## config.mk

```make
export PLATFORM = sky130hd
export DESIGN_NAME = pipe_hazard_ctrl
export DESIGN_NICKNAME = d
export VERILOG_FILES = /design/src/rtl/pipe_hazard_ctrl_pkg.sv /design/src/rtl/pipe_hazard_ctrl_fwd_sel_unit.sv /design/src/rtl/pipe_hazard_ctrl.sv
export SDC_FILE = /design/constraint.sdc
export NUM_CORES = 1
export LEC_CHECK = 0
export CORE_ASPECT_RATIO = 1.75
export CORE_MARGIN = 5
export CORE_UTILIZATION = 47
export CTS_CLUSTER_SIZE = 28
export DETAILED_ROUTE_END_ITERATION = 16
export PLACE_DENSITY_LB_ADDON = 0.3
export SYNTH_ARGS = -nofsm -noshare
export SYNTH_HDL_FRONTEND = slang
export SYNTH_SLANG_ARGS = --single-unit
export TNS_END_PERCENT = 1
```

## constraint.sdc

```tcl
create_clock -name clk -period 4.23 [get_ports clk]
set_input_delay 0.846 -clock clk [delete_from_list [all_inputs] [get_ports clk]]
set_output_delay 0.846 -clock clk [all_outputs]
set_load 0.1 [all_outputs]
```

## src/rtl/pipe_hazard_ctrl_pkg.sv

```systemverilog
// Shared CPU definitions for the hazard controller: register-number width
// and the encodings of the operand forward-select multiplexer.
package pipe_hazard_ctrl_pkg;

    localparam int RN_W_DEF = 5;

    localparam logic [1:0] FWD_RF     = 2'b00;
    localparam logic [1:0] FWD_EX_ALU = 2'b01;
    localparam logic [1:0] FWD_MEM_ALU = 2'b10;
    localparam logic [1:0] FWD_MEM_LD = 2'b11;

endpackage

```

## src/rtl/pipe_hazard_ctrl_fwd_sel_unit.sv

```systemverilog
// Maps one ID source register against EX/MEM destination state to a
// 2-bit forward select; the EX match wins over MEM, and r0 never forwards.
module fwd_sel_unit
    import pipe_hazard_ctrl_pkg::*;
#(
    parameter int RN_W = RN_W_DEF
) (
    input  logic [RN_W-1:0] src,
    input  logic            ewreg,
    input  logic            em2reg,
    input  logic [RN_W-1:0] ern,
    input  logic            mwreg,
    input  logic            mm2reg,
    input  logic [RN_W-1:0] mrn,
    output logic [1:0]      sel
);

    logic ex_hit;
    logic mem_hit;

    assign ex_hit  = ewreg & (ern != '0) & (ern == src);
    assign mem_hit = mwreg & (mrn != '0) & (mrn == src);

    // A load still in EX has no data yet; that case is covered by the stall.
    always_comb begin
        sel = FWD_RF;
        if (ex_hit && !em2reg)
            sel = FWD_EX_ALU;
        else if (mem_hit && !mm2reg)
            sel = FWD_MEM_ALU;
        else if (mem_hit && mm2reg)
            sel = FWD_MEM_LD;
    end

endmodule

```

## src/rtl/pipe_hazard_ctrl.sv

```systemverilog
// Pipeline hazard controller: tracks EX/MEM destination state, produces
// operand forward selects, the load-use stall, and a saturating stall counter.
module pipe_hazard_ctrl
    import pipe_hazard_ctrl_pkg::*;
#(
    parameter int RN_W  = RN_W_DEF,
    parameter int CNT_W = 16
) (
    input  logic             clk,
    input  logic             clrn,
    input  logic             id_valid,
    input  logic [RN_W-1:0]  id_rs,
    input  logic [RN_W-1:0]  id_rt,
    input  logic             id_use_rs,
    input  logic             id_use_rt,
    input  logic             id_wreg,
    input  logic             id_m2reg,
    input  logic [RN_W-1:0]  id_rn,
    input  logic             flush_e,
    output logic [1:0]       fwda,
    output logic [1:0]       fwdb,
    output logic             stall,
    output logic [CNT_W-1:0] stall_cnt
);

    logic            ewreg, em2reg;
    logic [RN_W-1:0] ern;
    logic            mwreg, mm2reg;
    logic [RN_W-1:0] mrn;

    logic rs_dep, rt_dep;

    assign rs_dep = id_use_rs & (ern == id_rs);
    assign rt_dep = id_use_rt & (ern == id_rt);
    assign stall  = id_valid & ewreg & em2reg & (ern != '0) & (rs_dep | rt_dep);

    // The bubble injected on stall clears em2reg, so a stall never repeats.
    always_ff @(posedge clk) begin
        if (!clrn) begin
            ewreg     <= 1'b0;
            em2reg    <= 1'b0;
            ern       <= '0;
            mwreg     <= 1'b0;
            mm2reg    <= 1'b0;
            mrn       <= '0;
            stall_cnt <= '0;
        end else begin
            mwreg  <= ewreg;
            mm2reg <= em2reg;
            mrn    <= ern;
            if (flush_e || stall) begin
                ewreg  <= 1'b0;
                em2reg <= 1'b0;
                ern    <= '0;
            end else begin
                ewreg  <= id_wreg & id_valid;
                em2reg <= id_m2reg & id_valid;
                ern    <= id_rn;
            end
            if (stall && (stall_cnt != '1))
                stall_cnt <= stall_cnt + 1'b1;
        end
    end

    fwd_sel_unit #(.RN_W(RN_W)) u_fwd_a (
        .src    (id_rs),
        .ewreg  (ewreg),
        .em2reg (em2reg),
        .ern    (ern),
        .mwreg  (mwreg),
        .mm2reg (mm2reg),
        .mrn    (mrn),
        .sel    (fwda)
    );

    fwd_sel_unit #(.RN_W(RN_W)) u_fwd_b (
        .src    (id_rt),
        .ewreg  (ewreg),
        .em2reg (em2reg),
        .ern    (ern),
        .mwreg  (mwreg),
        .mm2reg (mm2reg),
        .mrn    (mrn),
        .sel    (fwdb)
    );

endmodule

```

==> impl_metrics.ini, run 1 <==
[run_status]
run_status = completed

[placed_design]
portBuffers = 43
place_congestion = 0.767
hpwl_mm = 3.43

[critical_path]
reg2reg_setup_slack_ns = 2.24
worstPathArrival_ns = 2.65
crit_fanout = 3
cp_data_required_time_ns = 3.38
worstRegToRegCells = 5
rr_endpoint = stall_cnt[12]$_SDFFE_PN0P_
crit_path_start_kind = primary input
r2r-start = stall_cnt[1]$_SDFFE_PN0P_
worst-setup-path-type = primary input to primary output
end_kind = primary output

[clock_tree]
cts.path.max_buffers = 2
numCtsBuffers = 5
root_buffer = clkbuf_8
cts_hold_buf = 0
cts_resized = 0
post_cts_buffers = 0
cts_max_level = 2
numClockSinks = 30
cts_tree = yes
path_clk_slew_ns = 0.06
clock_latency_ns = 0.28

[floorplanning]
core_um2 = 3360
initial_core_util_pct = 48.5
die_area_um2 = 4800
chipHeight_um = 88.0
rows = 28
die_w_um = 54.6
num_io_pins = 44

[synthesis]
syn_nets = 202
syn_avg_cell_area_um2 = 9.17
syn_area_um2 = 1630
synth_cells = 178
synth_cell_type_count = 45
synthMostInstantiatedCell = dfxtp_1
synth.largest_area_cell = dfxtp_1
ys_ff_latch = 30
ys.flop_type = dfxtp_1
synth.top_cells.by_count = 30 x dfxtp_1, 14 x xor2_1, 12 x and2_1
ys_warn_count = 0
synth_top_cell_area_share_pct = 36.8
yosysSeqAreaShare_pct = 36.8
async_flop_share_pct = 0
synth_area_leaders = dfxtp_1 37%, xor2_1 7.5%, and2_1 4.6%
synth_edf_count = 0

[route]
viasPerCell = 5.65
drt_pre_antenna_iters = 5
wl_per_cell_um = 16.2
wl_mm = 4.36
drc = 0
ant_nets = 0
drtIter0Drc = 26
num_vias = 1521

[sta]
drv_slew = 0
tightest_slew_ns = 0.983
hold_viol = 0
max_freq_mhz = 286
rsz0062_at_grt = no
finalSetupViolCount = 0
finalCritPeriodShare_pct = 82.6
fin_skew_ns = 0.00349
holdWs_ns = 0.464
fin_setup_tns_ns = 0
fin_crit_ns = 3.49
slew_headroom_pct = 34.2

[global_route]
grt_pass1_wl_mm = 6.84
grt_pass1_vias = 1554
grt_max_degree = 28
global_route.overflow_total = 0
grtUsageTotal_pct = 19.7
antenna_found_initial = 0

[hold_path]
worstHoldPathCells = 1
whs_endpoint = mwreg$_SDFF_PN0_
hp-start = ewreg$_SDFF_PP0_
hp-class = flop to flop

[flow_run]
cap_violations = 0

[cells_and_area]
fin_nets = 247
final_util_pct = 65.7
drive_above_1_share_pct = 11.2
antenna_cells = 0
synthToLayoutAreaGrowth_pct = 35.4

[pwr]
power.leakage_uw = 0.000819
ir_worst_vdd_uv = 262
power_density_nw_per_um2 = 285
cells by family (layout without fill, tap and decap cells):
| family | Yosys count | count (layout) | synth area share (%) |
|---|---|---|---|
| and+or+nand+nor | 81 | 81 | 31.9 |
| AOI/OAI and AO/OA | 32 | 32 | 13.8 |
| DFF | 30 | 30 | 36.8 |
| xor gates and xnor gates | 20 | 20 | 10.7 |
| buffers and inverters | 9 | 55 | 2.99 |
| muxes | 5 | 5 | 3.07 |
| adders and majority gates | 1 | 1 | 0.766 |
cell type report:
cell class                 count  area, um^2
timing repair buffer          44         450
tap                           45        56.3
sequential                    30         601
clock buffer                   5        68.8
inverter                       3        11.3
fill                         283        1150
clock inverter                 3        40.0
multi-input combinational    139         983
report_power, final:
group | internal (uW) | total [uW] | switching (uW)
Combinational | 31.9 | 57.6 | 25.7
Clock | 173 | 281 | 108
Sequential | 287 | 291 | 4.39
Total | 491 | 629 | 138
how the worst max path moves through the flow:
stage | from | end | slack (ns)
floorplan | id_rt[3] | stall | 0.35
global placement | id_rt[3] | fwdb[0] | 0.74
detailed placement | id_rt[3] | fwdb[0] | 0.72
CTS | id_rt[3] | fwdb[0] | 0.72
global route | id_rt[3] | fwdb[0] | 0.62
finish | id_rt[3] | fwdb[0] | 0.74
sequential cells by signal (all words and copies together), names as in the netlist:
register,flops
mrn,5
ewreg,1
stall_cnt,16
em2reg,1
mm2reg,1
mwreg,1
ern,5
metrics by stage:
stage | total power (uW) | worst slack (ns) | cell area (um^2) | instances
2_1_floorplan | 324 | 0.348 | 1630 | 178
3_3_place_gp | 353 | 0.739 | 2100 | 261
3_5_place_dp | 355 | 0.724 | 2100 | 261
4_1_cts | 636 | 0.719 | 2210 | 269
5_1_grt | 651 | 0.618 | 2210 | 269
6_report | 629 | 0.735 | 2210 | 269
critical path: stages:
cell	delay (ns)
clkdlybuf4s50_1	0.45
xor2_1	0.16
nor3_1	0.36
nor4b_1	0.47
a21o_1	0.18
buf_12	0.18
layout by cell type, fill, tap and decap left out, types with 3 or more instances in the layout:
cell and instances:
clkdlybuf4s50_1 38, dfxtp_1 30, xor2_1 14, and2_1 12, nand2_1 11, or4_1 9, a21oi_1 9, nand3_1 7
o31ai_1 7, xnor2_1 6, nor2_1 5, nand2b_1 5, mux2i_1 5, clkbuf_8 5, o21ai_0 4, nand4_1 4
buf_4 4, nor4_1 3, nor2b_1 3, nor3_1 3, and3_1 3, inv_1 3, and4_1 3
per-layer routing:
metal / routed length (um) / global-route usage [%] / vias to the layer above
met5: 0 / 0 / -
met4: 109 / 8.62 / 0
met3: 221 / 4.94 / 10
met2: 2490 / 38.1 / 44
met1: 1540 / 17.9 / 725
li1: - / - / 742
No activity file was read; power rests on OpenSTA's default activity.
==> run 2: changes to the inputs <==
==> constraint.sdc (replaced) <==
create_clock -name clk -period 3.3 [get_ports clk]
set_input_delay 0.66 -clock clk [delete_from_list [all_inputs] [get_ports clk]]
set_output_delay 0.66 -clock clk [all_outputs]
set_load 0.1 [all_outputs]
==> run 2 against run 1 <==
Net effect: cell area down 0.17%; register-to-register slack worse by 1.1 ns; first-iteration DRC count down 7.7%; clock skew up 0.00076 ns; cell count up 0.37%; critical path type unchanged.
==> impl_metrics.ini, run 2 (synthesis results as in run 1) <==
[route]
num_vias = 1533
drt_pre_antenna_iters = 4
ant_nets = 0
wl_per_cell_um = 15.9
drc = 0
viasPerCell = 5.68
drtIter0Drc = 24
wl_mm = 4.30

[critical_path]
r2r-start = ern[3]$_SDFF_PP0_
cp_data_required_time_ns = 2.64
worstPathArrival_ns = 2.48
worstRegToRegCells = 6
crit_path_start_kind = primary input
reg2reg_setup_slack_ns = 1.17
worst-setup-path-type = primary input to primary output
rr_endpoint = stall_cnt[3]$_SDFFE_PN0P_
end_kind = primary output
crit_fanout = 3

[cells_and_area]
synthToLayoutAreaGrowth_pct = 35.2
final_util_pct = 65.6
largest-register = stall_cnt
fin_nets = 248
largest_reg_flops = 16
layout_common_cells = 30 x dfxtp_1, 22 x clkdlybuf4s50_1, 18 x buf_4
drive_above_1_share_pct = 19.1
top_regs = stall_cnt (16), ern (5), mrn (5)
final_common_cell = dfxtp_1
antenna_cells = 0

[global_route]
grt_pass1_vias = 1628
antenna_found_initial = 0
grt_max_degree = 27
grtUsageTotal_pct = 20.0
grt_pass1_wl_mm = 6.96
global_route.overflow_total = 0

[sta]
fin_setup_tns_ns = 0
slew_headroom_pct = 59.9
tightest_slew_ns = 0.601
finalCritPeriodShare_pct = 95.1
rsz0062_at_grt = no
fin_skew_ns = 0.00424
fin_crit_ns = 3.14
hold_viol = 0
drv_slew = 0
finalSetupViolCount = 0
holdWs_ns = 0.491
max_freq_mhz = 319

[pwr]
power_uw = 748
ir_worst_vdd_uv = 411
power.leakage_uw = 0.000855
power_density_nw_per_um2 = 339

[clock_tree]
numClockSinks = 30
path_clk_slew_ns = 0.06
cts.path.max_buffers = 2
numCtsBuffers = 5
cts_tree = yes
cts_max_level = 2
post_cts_buffers = 0
clock_latency_ns = 0.28
root_buffer = clkbuf_8

[placed_design]
hpwl_mm = 3.35
portBuffers = 43
place_congestion = 0.770

[floorplanning]
num_io_pins = 44
chipHeight_um = 88.0
rows = 28
die_area_um2 = 4800
core_um2 = 3360
initial_core_util_pct = 48.5
die_w_um = 54.6

[hold_path]
whs_endpoint = mm2reg$_SDFF_PN0_
hp-class = flop to flop
worstHoldPathCells = 1
hp-start = em2reg$_SDFF_PP0_

[flow_run]
cap_violations = 0

[run_status]
run_status = completed
-- run 2: cell count changes in the layout (fill, tap and decap cells not counted), sizes merged --
cell           change
clkdlybuf4s50     -16
bufinv             -1
clkinv             -1
buf               +17
clkbuf             +2
-- run 2: worst max-delay path, cell delays in order --
cell and delay, ns:
clkdlybuf4s50_1 0.46, xor2_1 0.16, nor3_1 0.47, nor4b_2 0.36, a21o_1 0.18, buf_12 0.18
-- run 2: metrics by stage --
stage	cells	worst slack, ns	instance area [um^2]
final	270	0.162	2210
after global routing	270	0.0923	2210
after CTS	270	0.113	2200
after detailed placement	262	0.135	2110
after global placement	262	0.279	2110
after floorplan	178	0.0790	1640
-- run 2: repair_timing --
item | in CTS | in global routing
hold endpoints to repair | 0 | 0
hold buffers | 0 | 0
resized for setup | 0 | 1
setup endpoints to repair | 0 | 2
-- run 2: where the power goes --
part / switching (uW) / internal [uW]
clock network: 130 / 168
registers: 5.85 / 367
logic: 34.8 / 41.8
-- run 2: metal layers --
layer | vias to the layer above | track usage [%] | wire length, um
met5 | - | 0 | 0
met4 | 0 | 10.9 | 87
met3 | 8 | 3.41 | 204
met2 | 53 | 37.9 | 2430
met1 | 722 | 18.9 | 1580
li1 | 750 | - | -
-- run 2: worst max-delay path by stage --
stage / from / to / slack (ns) / cells past startpoint
2_1_floorplan: id_rt[4] / fwdb[1] / 0.08 / 4
3_3_place_gp: id_rt[3] / fwdb[0] / 0.28 / 6
3_5_place_dp: id_rt[3] / fwdb[0] / 0.14 / 6
4_1_cts: id_rt[3] / fwdb[0] / 0.11 / 6
5_1_grt: id_rt[3] / fwdb[0] / 0.09 / 6
6_report: id_rt[3] / fwdb[0] / 0.16 / 6
-- run 2: area by class of cell --
cell class / count / area [um^2]
Multi-Input combinational cell: 139 / 992
Clock buffer: 7 / 86.3
Tap cell: 45 / 56.3
Sequential cell: 30 / 601
Clock inverter: 1 / 5.00
Fill cell: 298 / 1160
Timing Repair Buffer: 45 / 455
Inverter: 3 / 11.3
==> run 3: changes to the inputs <==
--- a/config.mk
+++ b/config.mk
@@ -6,7 +6,7 @@
 export NUM_CORES = 1
 export LEC_CHECK = 0
 export CORE_ASPECT_RATIO = 1.75
-export CORE_MARGIN = 5
+export CORE_MARGIN = 1
 export CORE_UTILIZATION = 47
 export CTS_CLUSTER_SIZE = 28
 export DETAILED_ROUTE_END_ITERATION = 16
==> run 3 against run 2 <==
Net effect: clock skew decreased by 0.00052 ns; maximum frequency increased by 1.7%; sequential power about the same.
==> impl_metrics.ini, run 3 (synthesis results as in run 1) <==
[flow_run]
cap_violations = 0

[cells_and_area]
layout_common_cells = 30 x dfxtp_1, 22 x clkdlybuf4s50_1, 18 x buf_4
synthToLayoutAreaGrowth_pct = 36.3
final_util_pct = 66.2
drive_above_1_share_pct = 19.6
top_regs = stall_cnt (16), ern (5), mrn (5)
fill_cells = 299
fin_nets = 248
largest_reg_flops = 16
largest-register = stall_cnt
antenna_cells = 0
final_common_cell = dfxtp_1

[pwr]
power_density_nw_per_um2 = 358
ir_worst_vdd_uv = 324
power.leakage_uw = 0.000864
power_uw = 797

[route]
ant_nets = 0
drt_pre_antenna_iters = 4
drtIter0Drc = 47
wl_mm = 4.08
drc = 0
wl_per_cell_um = 15.1
num_vias = 1551
viasPerCell = 5.74

[sta]
fin_crit_ns = 3.09
rsz0062_at_grt = no
fin_skew_ns = 0.00372
tightest_slew_ns = 0.570
finalSetupViolCount = 0
fin_setup_tns_ns = 0
drv_slew = 0
max_freq_mhz = 324
hold_viol = 0
slew_headroom_pct = 62.0
finalCritPeriodShare_pct = 93.5

[placed_design]
portBuffers = 43
hpwl_mm = 3.10
place_congestion = 0.728

[clock_tree]
root_buffer = clkbuf_8
cts.path.max_buffers = 2
numClockSinks = 30
cts_max_level = 2
clock_latency_ns = 0.28
post_cts_buffers = 0
numCtsBuffers = 5
cts_tree = yes
path_clk_slew_ns = 0.06

[critical_path]
startpoint = id_rs[0]
worst-setup-path-type = primary input to primary output
cpPeakStageDelay_ns = 0.52
crit_path_cell_trace = clkdlybuf4s50_1 -> xnor2_1 -> nand3_1 -> nor4_1 -> nor2b_1 -> buf_12
worstPathArrival_ns = 2.43
crit_fanout = 2
cp_data_required_time_ns = 2.64
crit_path_start_kind = primary input
r2r-start = ern[1]$_SDFF_PP0_
end_kind = primary output
slowest_stage = clkdlybuf4s50_1

[floorplanning]
die_area_um2 = 3720
die_w_um = 46.6
chipHeight_um = 80.0
initial_core_util_pct = 48.5
core_um2 = 3360
num_io_pins = 44
rows = 28

[global_route]
global_route.overflow_total = 0
grt_pass1_wl_mm = 6.44
grtUsageTotal_pct = 24.3
antenna_found_initial = 0
grt_pass1_vias = 1476
grt_max_degree = 27

[run_status]
run_status = completed

[hold_path]
hp-start = em2reg$_SDFF_PP0_
hp-class = flop to flop
[run 3: cell count changes in the layout (fill, tap and decap cells not counted), sizes merged]
cell    before  now
clkbuf       7    8
clkinv       1    0
[run 3: critical path, delay by kind of cell]
kind / cells / cell delay (ns)
simple gates: 3 / 0.89
buf+inv: 2 / 0.73
xor+xnor: 1 / 0.13
[run 3: worst paths after layout]
check / endpoint / slack [ns] / cells after the start
hold reg to reg: mm2reg$_SDFF_PN0_ / 0.48 / 1
hold / removal: mm2reg$_SDFF_PN0_ / 0.48 / 1
setup / recovery: fwda[1] / 0.21 / 6
setup reg to reg: stall_cnt[2]$_SDFFE_PN0P_ / 1.20 / 6
[run 3: routing by layer]
layer	up-vias	global-route usage [%]	share of wire [%]
met5	-	0	0
met3	8	5.88	4.8
met4	0	12.4	2.0
met2	58	44.7	55
li1	748	-	-
met1	737	22.5	38
[run 3: through the flow]
stage | instances | instance area, um^2 | setup slack, ns | hold WS (ns)
after global placement | 262 | 2110 | 0.277 | 0.448
final | 270 | 2230 | 0.214 | 0.481
after detailed placement | 262 | 2110 | 0.0981 | 0.466
after global routing | 270 | 2230 | 0.125 | 0.507
after CTS | 270 | 2220 | 0.0981 | 0.481
after floorplan | 178 | 1640 | 0.0790 | 0.436
[run 3: area by class of cell]
class	instances	area (um^2)	share of cell area, %
clock buffers	8	110	4.95
inverters	3	11.3	0.506
multi-input cells	139	992	44.6
repair buffers	45	455	20.5
well taps	45	56.3	2.53
flip-flops and latches	30	601	27.0
[run 3: timing repair]
action / 4_1_cts / 5_1_grt
hold buffers: 0 / 0
endpoints found under the setup margin: 0 / 1
gates resized for setup: 0 / 1
[run 3: report_power, final]
group	switching [uW]	leakage [uW]	internal, uW
registers	5.74	0.000243	367
logic	34.4	0.000564	41.8
clock network	137	0.0000575	210
total	177	0.000864	619
